$ cat config.mk
export PLATFORM = sky130hd
export DESIGN_NAME = reg_file_bypass
export DESIGN_NICKNAME = d
export VERILOG_FILES = /design/src/rtl/reg_file_bypass.sv
export SDC_FILE = /design/constraint.sdc
export NUM_CORES = 1
export LEC_CHECK = 0
export CAP_MARGIN = 15
export CORE_MARGIN = 1.5
export CORE_UTILIZATION = 30
export DETAILED_ROUTE_END_ITERATION = 7
export GPL_ROUTABILITY_DRIVEN = 0
export SYNTH_ARGS = -nofsm -noshare
export SYNTH_HDL_FRONTEND = slang
export SYNTH_SLANG_ARGS = --single-unit
$ cat constraint.sdc
create_clock -name clk_50MHz -period 2.8 [get_ports clk_50MHz]
set_input_delay 0.56 -clock clk_50MHz [delete_from_list [all_inputs] [get_ports clk_50MHz]]
set_output_delay 0.56 -clock clk_50MHz [all_outputs]
set_load 0.01 [all_outputs]
$ cat src/rtl/reg_file_bypass.sv
// Register file: GPR array plus T/SP/IH/RA, two prioritised write-back ports,
// same-cycle read bypass and a per-GPR busy scoreboard for in-flight loads.
module reg_file_bypass #(
  parameter int unsigned          DATA_W  = 16,
  parameter int unsigned          GPR_NUM = 8,
  parameter int unsigned          ADDR_W  = 3,
  parameter logic [DATA_W-1:0]    SP_RST  = '0
) (
  input  logic                clk_50MHz,
  input  logic                rst,
  input  logic [ADDR_W-1:0]   a_addr,
  input  logic [ADDR_W-1:0]   b_addr,
  input  logic [2:0]          wb0_op,
  input  logic [ADDR_W-1:0]   wb0_addr,
  input  logic [DATA_W-1:0]   wb0_data,
  input  logic [2:0]          wb1_op,
  input  logic [ADDR_W-1:0]   wb1_addr,
  input  logic [DATA_W-1:0]   wb1_data,
  input  logic                busy_set,
  input  logic [ADDR_W-1:0]   busy_addr,
  output logic [DATA_W-1:0]   a_data,
  output logic [DATA_W-1:0]   b_data,
  output logic                a_busy,
  output logic                b_busy,
  output logic [DATA_W-1:0]   t_data,
  output logic [DATA_W-1:0]   sp_data,
  output logic [DATA_W-1:0]   ih_data,
  output logic [DATA_W-1:0]   ra_data,
  output logic [GPR_NUM-1:0]  busy_vec,
  output logic                conflict
);

  typedef enum logic [2:0] {
    OP_NOP = 3'd0,
    OP_GPR = 3'd1,
    OP_T   = 3'd2,
    OP_SP  = 3'd3,
    OP_IH  = 3'd4,
    OP_RA  = 3'd5
  } wb_op_e;

  logic [DATA_W-1:0]  gpr_q [GPR_NUM];
  logic [DATA_W-1:0]  gpr_d [GPR_NUM];
  logic [DATA_W-1:0]  t_q, t_d;
  logic [DATA_W-1:0]  sp_q, sp_d;
  logic [DATA_W-1:0]  ih_q, ih_d;
  logic [DATA_W-1:0]  ra_q, ra_d;
  logic [GPR_NUM-1:0] busy_q, busy_d;
  logic               conflict_q, conflict_d;

  logic [GPR_NUM-1:0] wb0_hit, wb1_hit;
  logic               spec_collide;

  function automatic logic [DATA_W-1:0] pick(input logic hit0, input logic [DATA_W-1:0] d0,
                                             input logic hit1, input logic [DATA_W-1:0] d1,
                                             input logic [DATA_W-1:0] stored);
    if (hit0)      return d0;
    else if (hit1) return d1;
    else           return stored;
  endfunction

  // Per-GPR write decode; addresses beyond GPR_NUM never match, so they are
  // naturally ignored for writes, busy updates, reads and collisions.
  always_comb begin
    wb0_hit = '0;
    wb1_hit = '0;
    for (int unsigned i = 0; i < GPR_NUM; i++) begin
      wb0_hit[i] = (wb0_op == OP_GPR) && (wb0_addr == ADDR_W'(i));
      wb1_hit[i] = (wb1_op == OP_GPR) && (wb1_addr == ADDR_W'(i));
    end
  end

  always_comb begin
    for (int unsigned i = 0; i < GPR_NUM; i++) begin
      gpr_d[i] = pick(wb0_hit[i], wb0_data, wb1_hit[i], wb1_data, gpr_q[i]);
    end
    t_d  = pick(wb0_op == OP_T,  wb0_data, wb1_op == OP_T,  wb1_data, t_q);
    sp_d = pick(wb0_op == OP_SP, wb0_data, wb1_op == OP_SP, wb1_data, sp_q);
    ih_d = pick(wb0_op == OP_IH, wb0_data, wb1_op == OP_IH, wb1_data, ih_q);
    ra_d = pick(wb0_op == OP_RA, wb0_data, wb1_op == OP_RA, wb1_data, ra_q);
  end

  // Set is applied after clear so a load issued to a register being written
  // back in the same cycle stays pending.
  always_comb begin
    busy_d = busy_q;
    for (int unsigned i = 0; i < GPR_NUM; i++) begin
      if (wb0_hit[i] || wb1_hit[i]) busy_d[i] = 1'b0;
      if (busy_set && (busy_addr == ADDR_W'(i))) busy_d[i] = 1'b1;
    end
  end

  always_comb begin
    spec_collide = (wb0_op == wb1_op) &&
                   ((wb0_op == OP_T) || (wb0_op == OP_SP) ||
                    (wb0_op == OP_IH) || (wb0_op == OP_RA));
    conflict_d   = spec_collide || (|(wb0_hit & wb1_hit));
  end

  // The next-state values already encode WB0 > WB1 > stored, so the bypassed
  // read outputs are simply the next-state values.
  always_comb begin
    a_data = '0;
    b_data = '0;
    a_busy = 1'b0;
    b_busy = 1'b0;
    for (int unsigned i = 0; i < GPR_NUM; i++) begin
      if (a_addr == ADDR_W'(i)) begin
        a_data = gpr_d[i];
        a_busy = busy_q[i] && !(wb0_hit[i] || wb1_hit[i]);
      end
      if (b_addr == ADDR_W'(i)) begin
        b_data = gpr_d[i];
        b_busy = busy_q[i] && !(wb0_hit[i] || wb1_hit[i]);
      end
    end
  end

  assign t_data   = t_d;
  assign sp_data  = sp_d;
  assign ih_data  = ih_d;
  assign ra_data  = ra_d;
  assign busy_vec = busy_q;
  assign conflict = conflict_q;

  always_ff @(posedge clk_50MHz) begin
    if (!rst) begin
      for (int unsigned i = 0; i < GPR_NUM; i++) begin
        gpr_q[i] <= '0;
      end
      t_q        <= '0;
      sp_q       <= SP_RST;
      ih_q       <= '0;
      ra_q       <= '0;
      busy_q     <= '0;
      conflict_q <= 1'b0;
    end else begin
      gpr_q      <= gpr_d;
      t_q        <= t_d;
      sp_q       <= sp_d;
      ih_q       <= ih_d;
      ra_q       <= ra_d;
      busy_q     <= busy_d;
      conflict_q <= conflict_d;
    end
  end

endmodule

After elaboration in Yosys (flattened, before gate mapping)
Cells that the tools add are included.

cells by class
  equal/unequal tests = 46
  multiplexer cells = 72
  bitwise logic cells = 1
  reductions and logical operators = 67

operators by type and width
  operator            number
  $mux 16             40
  $eq 3x3->1 const B  24
  $eq 3x2->1 const B  14
  $logic_and 1x1->1   33
  $mux 1              32
  $eq 3x1->1 const B  7
  $reduce_bool 2->1   8
  $logic_not 3->1     5
  $logic_or 1x1->1    12
  $and 8x8->8         1
  $logic_not 1->1     8
  $reduce_or 8->1     1
  $eq 3x3->1          1

word-level totals
  bits in registers = 201

Logic depth before layout (Yosys ltp)
  depth in word-level cells = 13
  gate-level depth with buffers = 9
  depth with buffers taken out = 6

Worst setup path before layout
OpenSTA, ideal clock, no wires.

  path kind = input to output
  start point = in wb1_addr[1]
  end point = out b_data[2]
  arrival time = 2271 ps
  path slack = -31 ps
  stages on the path = 7
  buffers on the path = 1
  cell sequence = buf_2 > nor4b_4 > and3_1 > a211oi_1 > or2_1 > o221a_1 > nor4_1

on the way
  cells in the longest elaborated chain, start to end = 12
  elaborated cells between the ends (all ways) = 40
  those cells by class = eq/ne (7); mux (24); reduce/logical (9)

RTL lines
  item                  RTL line  RTL
  from (decl)           17        input logic [ADDR_W-1:0] wb1_addr,
  $logic_not 3->1       69        wb1_hit[i] = (wb1_op == OP_GPR) && (wb1_addr == ADDR_W'(i));
  $logic_and 1x1->1     69
  $mux 16               58        else if (hit1) return d1;
  $mux 16               57        if (hit0) return d0;
  $mux 16 (7 in a row)  112       if (b_addr == ADDR_W'(i)) begin
  $mux 16 (*)           112
  to (decl)             22        output logic [DATA_W-1:0] b_data,

Mark *: on every way between the ends. The rest lies on a longest branch, timed or not.

Worst setup path after layout
  start point = in wb0_addr[0]
  end point = out b_data[2]

on the way
  cells in the longest elaborated chain, start to end = 11
  elaborated cells between the ends (all ways) = 32
  those cells by class = eq/ne (7); mux (16); reduce/logical (9)

RTL lines
  item                  RTL line  RTL
  from (decl)           14        input logic [ADDR_W-1:0] wb0_addr,
  $logic_not 3->1       68        wb0_hit[i] = (wb0_op == OP_GPR) && (wb0_addr == ADDR_W'(i));
  $logic_and 1x1->1     68
  $mux 16               57
  $mux 16 (7 in a row)  112
  $mux 16 (*)           112

Marks and branches as above.

==> key figures <==
Outcome
  • Status: finished, violations left
  • Failing checks: setup timing

Power and ir drop
  • Pleak: roughly 9.2 nW
  • Part of the power in the clock network: 39.7%
  • Comb pwr share: approximately a quarter
  • Internal power: 5.90 mW
  • Switching part of the total power: 30.1%
  • P_sw: 2.54 mW
  • Pwr dens: 385 nW/µm²
  • Tot Pwr: about 8.4 mW
  • Seq pwr share: 35.3%
  • Worst VDD drop: 359 µV

Clock network
  • CTS buffer count: 25
  • Clock sinks: 201
  • Htree depth: 1
  • Root Driver: clkbuf_16
  • Clk slew on worst S/H paths: 0.06 ns
  • Clock Tree Buf Depth: 3
  • Clk_lat worst skew: 0.53 ns
  • CTS tree: done

Synth
  • Syn Nets: 1678
  • Simple-Gate Fraction of Synth Area: approximately 28%
  • Syn avg cell area: approximately 7.6 µm²
  • Distinct cells, synth: 70
  • YS warnings: 0
  • XOR/XNOR Fraction of Synth Area: 0.0706%
  • Mux contribution to synthesized area: 9.97%
  • Main synth FF type: dfxtp_1
  • EDFF count, synth: 0
  • Register area share after synthesis: 32.4%
  • Synthesized flop and latch total: 201
  • Synth Instances: roughly 1.6k
  • Synthesized area: 12400 µm²
  • Post-Synth Adder-Cell Area: 0%
  • Main combinational cell family by area after synthesis: simple AND/OR/NAND/NOR gates
  • Post-synth ARST share: 0%
  • Synth Area in Compound Gates: 23.2%

Setup path
  • Crit path DAT: 2.75 ns
  • CP delay by family, top: simple AND/OR/NAND/NOR gates
  • Crit Path Max Fanout: 5
  • Flop2flop setup slack: around 1.6 ns
  • Slowest CP cell: nor4_4
  • Crit. End Element: primary output
  • CP bufs+invs: 4
  • WP data required: between 2 and 2.5 ns
  • Nature of the critical path startpoint: input port
  • CP dominant cell by count: buf_6
  • Sequence of cells on the critical path: buf_6 -> buf_6 -> or3_4 -> buf_12 -> or2_4 -> and2_1 -> o221a_1 -> nor4_4 -> buf_2
  • Max stage delay on crit path: 0.46 ns
  • Kind of critical path: in2out

STA
  • Slew headroom: between 40 and 50%
  • Final Hold Fails: 0
  • Fin crit share: 118%
  • Highest Clock Rate: around 300 MHz
  • Final setup fails: 34
  • Layout Skew: 0 ns
  • Worst-Margin Slew: about 0.85 ns
  • RSZ-0062 raised after global routing: true
  • Max-slew violation count: 0
  • Min cycle time layout: ~3.3 ns
  • Worst setup margin: -0.506 ns

Global route
  • First-pass GRT wire length: 92.7 mm
  • Largest net degree at the start of global routing: between 150 and 200
  • Number of global-route vias before repair: 15.2k
  • GRT Overall Usage: 28.6%
  • Grt ovf: 0
  • Antenna violations before repair: 1

Die
  • # IOs: 163
  • Die height: 206 µm
  • Std cell rows: 74
  • Core area: 40800 µm²
  • Die width: around 210 µm
  • Starting density of the core: 30.4%
  • DIE AREA: between 40000 and 50000 µm²

Final layout
  • Fraction of layout cells with a size suffix above 1: 44.9%
  • Seq. cell area: 4020 µm²
  • Nets@finish: 2211
  • Area of the multi-input gates: 9930 µm²
  • Final std cells w/o fill: 2704
  • Layout area overhead: 76.5%
  • Fillers: 3481

Detailed routing
  • Detail Route met2 WL: 28.3 mm
  • Max layer used: met4
  • Metal3 WL: around 8.6 mm
  • Detail Route Antenna Nets: 0
  • Vias: 16.3k
  • Metal-1 WL: 25.7 mm
  • Residual DRC: 0
  • DR iter-0 viols: ~2.0k
  • Wirelength, routed: 67.4 mm
  • Vias per inst: 6.03
  • Drt wl/cell: between 20 and 25 µm
  • TritonRoute pass-1 iters: 7

Run
  • Max cap viols: 0

Placed design
  • Cell Count Post-Placement: about 2.6k
  • IO Port Bufs: 162
  • HPWL after detailed placement: 42.8 mm

Hold path
  • Min-delay worst type: in2reg
worst reg2reg max path: stages, from the launching register on:
cell and delay (ns):
dfxtp_1 0.31, mux2i_2 0.17, o21ai_2 0.11, buf_4 0.14, buf_4 0.12, buf_4 0.12
and2_1 0.14
kinds of logic (layout without fill, tap and decap cells):
family	Yosys count	count (layout)
simple gates	667	668
compound gates	456	456
flops	201	201
buf+inv	175	723
mux	122	122
xor+xnor	1	1
other cells	0	1
placed cells by master, fill, tap and decap left out, types with 58 or more instances in the layout:
| master | Yosys | layout |
|---|---|---|
| nor2_1 | 106 | 72 |
| buf_4 | 8 | 363 |
| o21ai_1 | 6 | 59 |
| buf_6 | 2 | 94 |
| dfxtp_1 | 201 | 201 |
| o21ai_0 | 180 | 82 |
| dlygate4sd2_1 | 0 | 58 |
| nand2_1 | 139 | 122 |
| mux2i_1 | 119 | 107 |
| and2_1 | 154 | 151 |
Yosys cell counts (all sizes together) (6+ instances only):
cell / n / area (µm²)
a31oi: 47 / 294
clkbuf: 120 / 450
nand2: 143 / 552
buf: 50 / 275
nor2: 111 / 439
a22oi: 14 / 105
or2: 11 / 68.8
o22ai: 25 / 156
and2: 156 / 976
nor3b: 8 / 76.3
and3: 39 / 244
o21ai: 186 / 931
nand4: 8 / 50.1
nand4b: 6 / 52.6
o221ai: 17 / 149
dfxtp: 201 / 4020
nor3: 83 / 415
a21oi: 40 / 200
a22o: 11 / 96.3
nand3: 58 / 290
a221oi: 16 / 140
mux2i: 119 / 1190
o31ai: 16 / 120
nand2b: 11 / 68.8
or3: 10 / 67.6
a211oi: 49 / 373
per-layer routing:
metal  vias up  global-route usage, %
li1       6943                      -
met1      7690                   37.7
met2      1254                   42.9
met3       414                   6.83
met4         0                   15.5
met5         -                      0
state kept, by name, summed over array words and instances (netlist names):
register  flops
sp_q         16
busy_vec      8
ih_q         16
conflict      1
ra_q         16
t_q          16
gpr_q       128
power by group through the flow:
stage               clock network, mW  registers [mW]  logic [mW]
floorplan                           0            3.03       0.723
global placement                    0            3.03        1.72
detailed placement                  0            3.03        1.73
CTS                              3.37            2.97        1.86
global route                     3.46            2.98        2.18
finish                           3.35            2.98        2.11
layout make-up:
type	count	share of cell area, %
diodes	1	0.0114
multi-input cells	1247	45.4
well taps	532	3.04
clock buffers	31	3.14
repair buffers	675	29.3
inverters	5	0.0857
clock inverters	12	0.634
flip-flops and latches	201	18.4
repair_timing:
item	CTS	global route
gates cloned	6	2
hold buffers	0	0
endpoints found under the setup margin	98	52
setup buffers	61	52
pin swaps	132	126
gates resized for setup	728	268
stage by stage:
step / utilization [%] / setup TNS, ns / area [µm²] / hold WS, ns / setup slack (ns)
floorplan: - / 0 / 12400 / 0.491 / 0.0211
global placement: 43.1 / -79.79 / 17600 / 0.506 / -1.37
detailed placement: 43.1 / -82.03 / 17600 / 0.508 / -1.42
CTS: 50.1 / -6.85 / 20500 / 0.440 / -0.305
global route: 53.6 / -11.73 / 21900 / 0.461 / -0.558
finish: 53.6 / -10.75 / 21900 / 0.448 / -0.506
path summary, 6_finish.rpt:
kind               start           to  cells after the start
min reg2reg  busy_vec[3]  busy_vec[3]                      2
min            wb1_op[2]     conflict                      3
max          wb0_addr[0]    b_data[2]                      9
max reg2reg     gpr_q[0]     gpr_q[0]                      6
Power figures use the tool's default switching activity.
